===== src/rtl/pe_row_sched.sv =====
// Control sequencer for one row of chained PEs: clear, stream MAC beats, drain psums, signal done.
// Job configuration (mode, ReLU, length) is captured when a start is accepted.
module pe_row_sched #(
  parameter int NUM_PE = 8,
  parameter int LEN_W  = 16,
  parameter int IDX_W  = (NUM_PE > 1) ? $clog2(NUM_PE) : 1
) (
  input  logic             i_clk,
  input  logic             i_nrst,
  input  logic             i_start,
  input  logic             i_abort,
  input  logic [1:0]       i_mode,
  input  logic             i_relu_en,
  input  logic [LEN_W-1:0] i_mac_len,
  input  logic             i_in_valid,
  output logic             o_in_ready,
  output logic [1:0]       o_pe_mode,
  output logic             o_reg_clear,
  output logic             o_pe_en,
  output logic             o_psum_out_en,
  output logic             o_relu_en,
  output logic             o_out_valid,
  output logic [IDX_W-1:0] o_out_idx,
  output logic             o_busy,
  output logic             o_done
);

  typedef enum logic [2:0] {
    S_IDLE,
    S_CLEAR,
    S_MAC,
    S_DRAIN,
    S_DONE,
    S_ABORT
  } state_t;

  state_t           state, state_next;
  logic [1:0]       mode_q;
  logic             relu_q;
  logic [LEN_W-1:0] len_q;
  logic [LEN_W-1:0] beat_cnt;
  logic [IDX_W-1:0] drain_cnt;

  always_ff @(posedge i_clk or negedge i_nrst) begin
    if (!i_nrst) begin
      state <= S_IDLE;
    end else begin
      state <= state_next;
    end
  end

  // Abort overrides every transition out of a busy state, including the final MAC beat.
  always_comb begin
    state_next = state;
    case (state)
      S_IDLE:  if (i_start) state_next = S_CLEAR;
      S_CLEAR: state_next = (len_q == '0) ? S_DRAIN : S_MAC;
      S_MAC:   if (i_in_valid && (beat_cnt == len_q - LEN_W'(1))) state_next = S_DRAIN;
      S_DRAIN: if (drain_cnt == IDX_W'(NUM_PE - 1)) state_next = S_DONE;
      S_DONE:  state_next = S_IDLE;
      S_ABORT: state_next = S_IDLE;
      default: state_next = S_IDLE;
    endcase
    if (i_abort && (state != S_IDLE)) state_next = S_ABORT;
  end

  always_ff @(posedge i_clk or negedge i_nrst) begin
    if (!i_nrst) begin
      mode_q    <= '0;
      relu_q    <= 1'b0;
      len_q     <= '0;
      beat_cnt  <= '0;
      drain_cnt <= '0;
    end else begin
      if ((state == S_IDLE) && i_start) begin
        mode_q <= i_mode;
        relu_q <= i_relu_en;
        len_q  <= i_mac_len;
      end
      if (state == S_CLEAR) begin
        beat_cnt <= '0;
      end else if ((state == S_MAC) && i_in_valid) begin
        beat_cnt <= beat_cnt + LEN_W'(1);
      end
      if ((state != S_DRAIN) && (state_next == S_DRAIN)) begin
        drain_cnt <= '0;
      end else if (state == S_DRAIN) begin
        drain_cnt <= drain_cnt + IDX_W'(1);
      end
    end
  end

  // Only o_pe_en looks at an input directly, so stalled beats freeze the PEs in the same cycle.
  always_comb begin
    o_in_ready    = 1'b0;
    o_reg_clear   = 1'b0;
    o_pe_en       = 1'b0;
    o_psum_out_en = 1'b0;
    o_relu_en     = 1'b0;
    o_out_valid   = 1'b0;
    o_out_idx     = '0;
    o_done        = 1'b0;
    o_busy        = (state != S_IDLE);
    o_pe_mode     = mode_q;
    case (state)
      S_CLEAR, S_ABORT: o_reg_clear = 1'b1;
      S_MAC: begin
        o_in_ready = 1'b1;
        o_pe_en    = i_in_valid;
      end
      S_DRAIN: begin
        o_psum_out_en = 1'b1;
        o_out_valid   = 1'b1;
        o_relu_en     = relu_q;
        o_out_idx     = drain_cnt;
      end
      S_DONE:  o_done = 1'b1;
      default: ;
    endcase
  end

endmodule


===== config.mk =====
export PLATFORM = sky130hd
export DESIGN_NAME = pe_row_sched
export DESIGN_NICKNAME = d
export VERILOG_FILES = /design/src/rtl/pe_row_sched.sv
export SDC_FILE = /design/constraint.sdc
export NUM_CORES = 1
export LEC_CHECK = 0
export CAP_MARGIN = 5
export CORE_MARGIN = 2
export CORE_UTILIZATION = 54
export DETAILED_ROUTE_END_ITERATION = 10
export PLACE_DENSITY_LB_ADDON = 0.25
export RECOVER_POWER = 25
export SYNTH_ARGS = -nofsm -noshare
export SYNTH_HDL_FRONTEND = slang
export SYNTH_SLANG_ARGS = --single-unit

===== constraint.sdc =====
create_clock -name i_clk -period 3 [get_ports i_clk]
set_clock_uncertainty 0.15 [all_clocks]
set_input_delay 0.6 -clock i_clk [delete_from_list [all_inputs] [get_ports i_clk]]
set_output_delay 0.6 -clock i_clk [all_outputs]
set_load 0.02 [all_outputs]

* Word level (Yosys, flattened, before mapping)
Cells that the tools add are included.
Storage, ports and cells: output and inout port bits 13, word-level logic and storage cells 46, input bits 24, flip-flop bits (word level) 41
Operators by class: reduce and logical (&&, ||, !) cells 11, equality and inequality tests 9, mux-type cells 17, $add $sub $neg 3
Operators by type and width (number):
- $mux 16 | 2
- $mux 3 | 7
- $add 16x1->16 const B | 1
- $eq 16x16->1 | 1
- $logic_not 16->1 | 1
- $sub 16x1->16 const B | 1
- $pmux 3 s4 | 1
- $eq 3x2->1 const B | 3
- $eq 3x3->1 const B | 3
- $mux 1 | 7
- $logic_and 1x1->1 | 5
- $reduce_bool 2->1 | 2
- $add 3x1->3 const B | 1
- $eq 3x1->1 const B | 1
- $logic_not 3->1 | 1
- $ne 3x2->1 const B | 1
- $reduce_bool 3->1 | 1
- $reduce_or 2->1 | 1

* Longest topological paths before layout
depth in word-level cells 9, gate-level depth with buffers 10, depth with buffers taken out 9

* Least setup slack after synthesis
Ideal clock, no wire load.
kind reg-to-reg, start point reg len_q[0], end point reg drain_cnt[0], clock period less this slack 2.248 ns, buffers on the path 1, required time 2.726 ns, library setup time 0.124 ns, stages on the path, launching flop included 11, arrival time 1.975 ns, setup slack 0.752 ns, cells stage by stage dfrtp_1 buf_6 inv_1 ha_1 nor3b_2 nor3b_2 mux2i_1 o22a_1 nand4b_1 a21boi_2 o21ai_1
On the way: cells in the longest elaborated chain, start to end 9, elaborated cells on any way between the ends 12, classes of those cells add/sub: 1; eq/ne: 2; mux: 5; reduce/logical: 4
RTL lines:
- start, declared | line 40 | logic [LEN_W-1:0] len_q;
- start signal, assigned | line 78 | len_q <= i_mac_len;
- $sub 16x1->16 | line 58 | S_MAC: if (i_in_valid && (beat_cnt == len_q - LEN_W'(1))) state_next = S_DRAIN;
- $eq 16x16->1 | line 58
- $logic_and 1x1->1 | line 58
- $mux 3 | line 58
- $pmux 3 s4 * | line 55 | case (state)
- $mux 3 * | line 64 | if (i_abort && (state != S_IDLE)) state_next = S_ABORT;
- $eq 3x2->1 * | line 85 | if ((state != S_DRAIN) && (state_next == S_DRAIN)) begin
- $logic_and 1x1->1 * | line 85
- $mux 3 or $reduce_bool 2->1 (tied branches)
- end signal, assigned | line 88 | drain_cnt <= drain_cnt + IDX_W'(1);
- end, declared | line 42 | logic [IDX_W-1:0] drain_cnt;
Every way passes the cells marked *; elsewhere a longest branch is shown, timed or not. A chain may end at the register's enable or synchronous reset.

* Final worst setup path
start point in i_in_valid, end point out o_pe_en
On the way: cells in the longest elaborated chain, start to end 1
RTL lines:
- start, declared | line 15 | input logic i_in_valid,
- $mux 1 | line 105 | case (state)
- end, declared | line 19 | output logic o_pe_en,
Every way passes these cells.

==> impl_results.md <==
* Root Buffer: clkbuf_8
* Drt wl/cell at 14.41 um
* Fin area at 2915 um^2
* Nets@finish at about 300
* Place WS at 193.0 ps
* Number of max-cap violations at 1
* Mapped Avg Cell Area at 9.928 um^2
* Worst Setup Slack, final at 212.6 ps
* Outcome: finished with violations
* Largest net degree at the start of global routing at 42
* Ys async rst share at 100.0%
* Synthesized flop and latch total at 41
* Synth warn at 0
* Setup violations, final at 0
* Buffers on Ports at 36
* Antenna-violating nets left at 0
* Via count at 1826
* Number of synthesized flops with an enable pin at 0
* Synth cell types at 48
* Mapped cell area at between 2000 and 2500 um^2
* Die Area at around 5000 um^2
* Synth Instances at about 240
* CTS Buffer Depth at 2
* Area delta synth->final at 20.35%
* Tightest Hold Check Type: reg2reg
* Starting DRT DRC Count at 103
* Hpwl dp at 3481 um
* Row Count at 24
* Vias per inst at 5.500
* Cts bufs inserted at 5
* Seq/Total Area, Yosys at 42.36%
* Die extent in x at 70.98 um
* Post-synth top flop: dfrtp_1
* Vias in the first global route at roughly 1700
* Clk_lat worst skew at 300 ps
* Post-synth net total at 272
* Period utilization at between 90% and 100%
* CP arrival at 2040 ps
* Cell Area, Placed at ~2800 um^2
* Pre-antenna DRT Iters at 4
* Worst slew pin tran at 2174 ps
* Commonest non-fill, non-tap cell in the layout: dfrtp_1
* WP data required at about 2300 ps
* Fill cells at 351
* Post-CTS Setup Repair Bufs at 0
* Max-slew headroom at -44.95%
* Clock-pin slew on the worst setup and hold paths at 70 ps
* GR Overflow Total at 0
* Failing checks: capacitance limit, slew limit
* First-pass GRT wire length at 8224 um
* Final WL at 4783 um
* Initial antenna violation count at 0
* Max FO, Critical Path at 2
* CTS H-Tree Depth at 2
* Min Clock Period, post-route at 2787 ps
* Share of cells above drive strength 1 at 13.57%
* Core area at 4324 um^2
* I/O pins at 37
* Setup TNS Final at 0 ps
* Unrepaired setup endpoints after global routing: false
* Final Max Slew Viols at 42
* Max Freq at about 360 MHz
* # DRC at 0
* Initial Util at 56.02%
* Crit start category: input pin
* CTS sink count at 41
* GRT Util Overall at 20.77%
* Commonest non-fill, non-tap cells in the layout: dfrtp_1, clkdlybuf4s50_1, nor2_1
* # diodes at 0
* # resized after CTS at 0
* Hold_buf cts at 0
* Crit Path Category: in2out
* TritonCTS clock tree: done
* Final Hold Vio Count at 0
* Die Ht at approximately 71 um
* VDD IR max at approximately 0.34 mV
* RePlAce Congestion at 0.8240
* CP Capture Type: primary output
* Lkg Pwr at ~1.2 nW
* Power per standard cell area at between 700 and 800 nW/um^2
## flip-flops by register name (all words and copies together) (netlist names)
name,count
len_q,16
relu_q,1
o_pe_mode,2
drain_cnt,3
beat_cnt,16
state,3
## synth_stat cells (all sizes together), types with 2 or more instances
| cell type | instances | area (um^2) |
|---|---|---|
| nor2 | 27 | 101.4 |
| inv | 4 | 15.01 |
| nand2 | 21 | 78.83 |
| buf | 6 | 40.03 |
| and2 | 5 | 31.28 |
| xnor2 | 14 | 122.6 |
| clkbuf | 6 | 22.52 |
| or3 | 5 | 31.28 |
| nand3b | 3 | 22.52 |
| nor3b | 3 | 32.53 |
| mux2 | 17 | 191.4 |
| mux2i | 3 | 30.03 |
| nor2b | 3 | 18.77 |
| o21ai | 9 | 45.04 |
| and3 | 4 | 25.02 |
| nand2b | 2 | 12.51 |
| ha | 4 | 50.05 |
| nand4 | 6 | 37.54 |
| nor4 | 4 | 52.55 |
| dfrtp | 41 | 1026 |
| nand4b | 2 | 17.52 |
| a21oi | 6 | 30.03 |
| xor2 | 20 | 175.2 |
| nand3 | 6 | 30.03 |
| a21boi | 2 | 18.77 |
| nor3 | 9 | 55.05 |
## layer usage
layer  wire, um  vias to the layer above  GRT usage, %
met5          0                        -             0
met4         72                        0         7.128
met3        222                        5         5.271
met2       2193                       37         31.46
met1       2295                      856         29.17
li1           -                      928             -
## logic make-up after synthesis
family                     Yosys count  share of synthesized area [%]
buffers and inverters               16                          3.202
and+or+nand+nor                    105                          24.54
xor gates and xnor gates            34                          12.29
adders and majority gates            4                          2.066
DFF                                 41                          42.36
muxes                               20                          9.142
AOI/OAI and AO/OA                   24                          6.405
## report_power, final
group / internal (mW) / switching (mW)
Combinational: 0.464 / 0.412
Clock: 0.182 / 0.181
Sequential: 0.716 / 0.250
Total: 1.36 / 0.843
## per-stage QoR
stage	std cells	utilization [%]	total power, mW	hold WS, ps
CTS	332	67.45	2.227	313.8
finish	332	67.42	2.205	364.8
floorplan	244	-	1.587	154.4
global route	332	67.42	2.375	386.8
global placement	325	65.45	1.824	337.7
detailed placement	325	65.45	1.851	349.1
## layout make-up
class / count / area (um^2) / share of cell area [%]
clock buffers: 7 / 86.33 / 2.961
inverters: 4 / 15.01 / 0.5150
multi-input cells: 187 / 1319 / 45.24
flip-flops and latches: 41 / 1026 / 35.19
well taps: 52 / 65.06 / 2.232
repair buffers: 41 / 404.1 / 13.86
## critical path, cell delays in order
cell	delay, ps
clkdlybuf4s50_1	440
nor4bb_1	330
clkdlybuf4s50_1	670
## worst paths after layout
path / startpoint / endpoint / slack, ps / depth (start not counted)
hold reg to reg: o_pe_mode[1]$_DFFE_PN0P_ / o_pe_mode[1]$_DFFE_PN0P_ / 360 / 1
min in group asynchronous: i_nrst / o_pe_mode[0]$_DFFE_PN0P_ / 780 / 1
max in group asynchronous: i_nrst / beat_cnt[13]$_DFFE_PN0P_ / 670 / 1
hold / removal: o_pe_mode[1]$_DFFE_PN0P_ / o_pe_mode[1]$_DFFE_PN0P_ / 360 / 1
setup / recovery: i_in_valid / o_pe_en / 210 / 3
setup reg to reg: len_q[0]$_DFFE_PN0P_ / drain_cnt[1]$_DFFE_PN0P_ / 340 / 9
No activity file was read; power rests on OpenSTA's default activity.
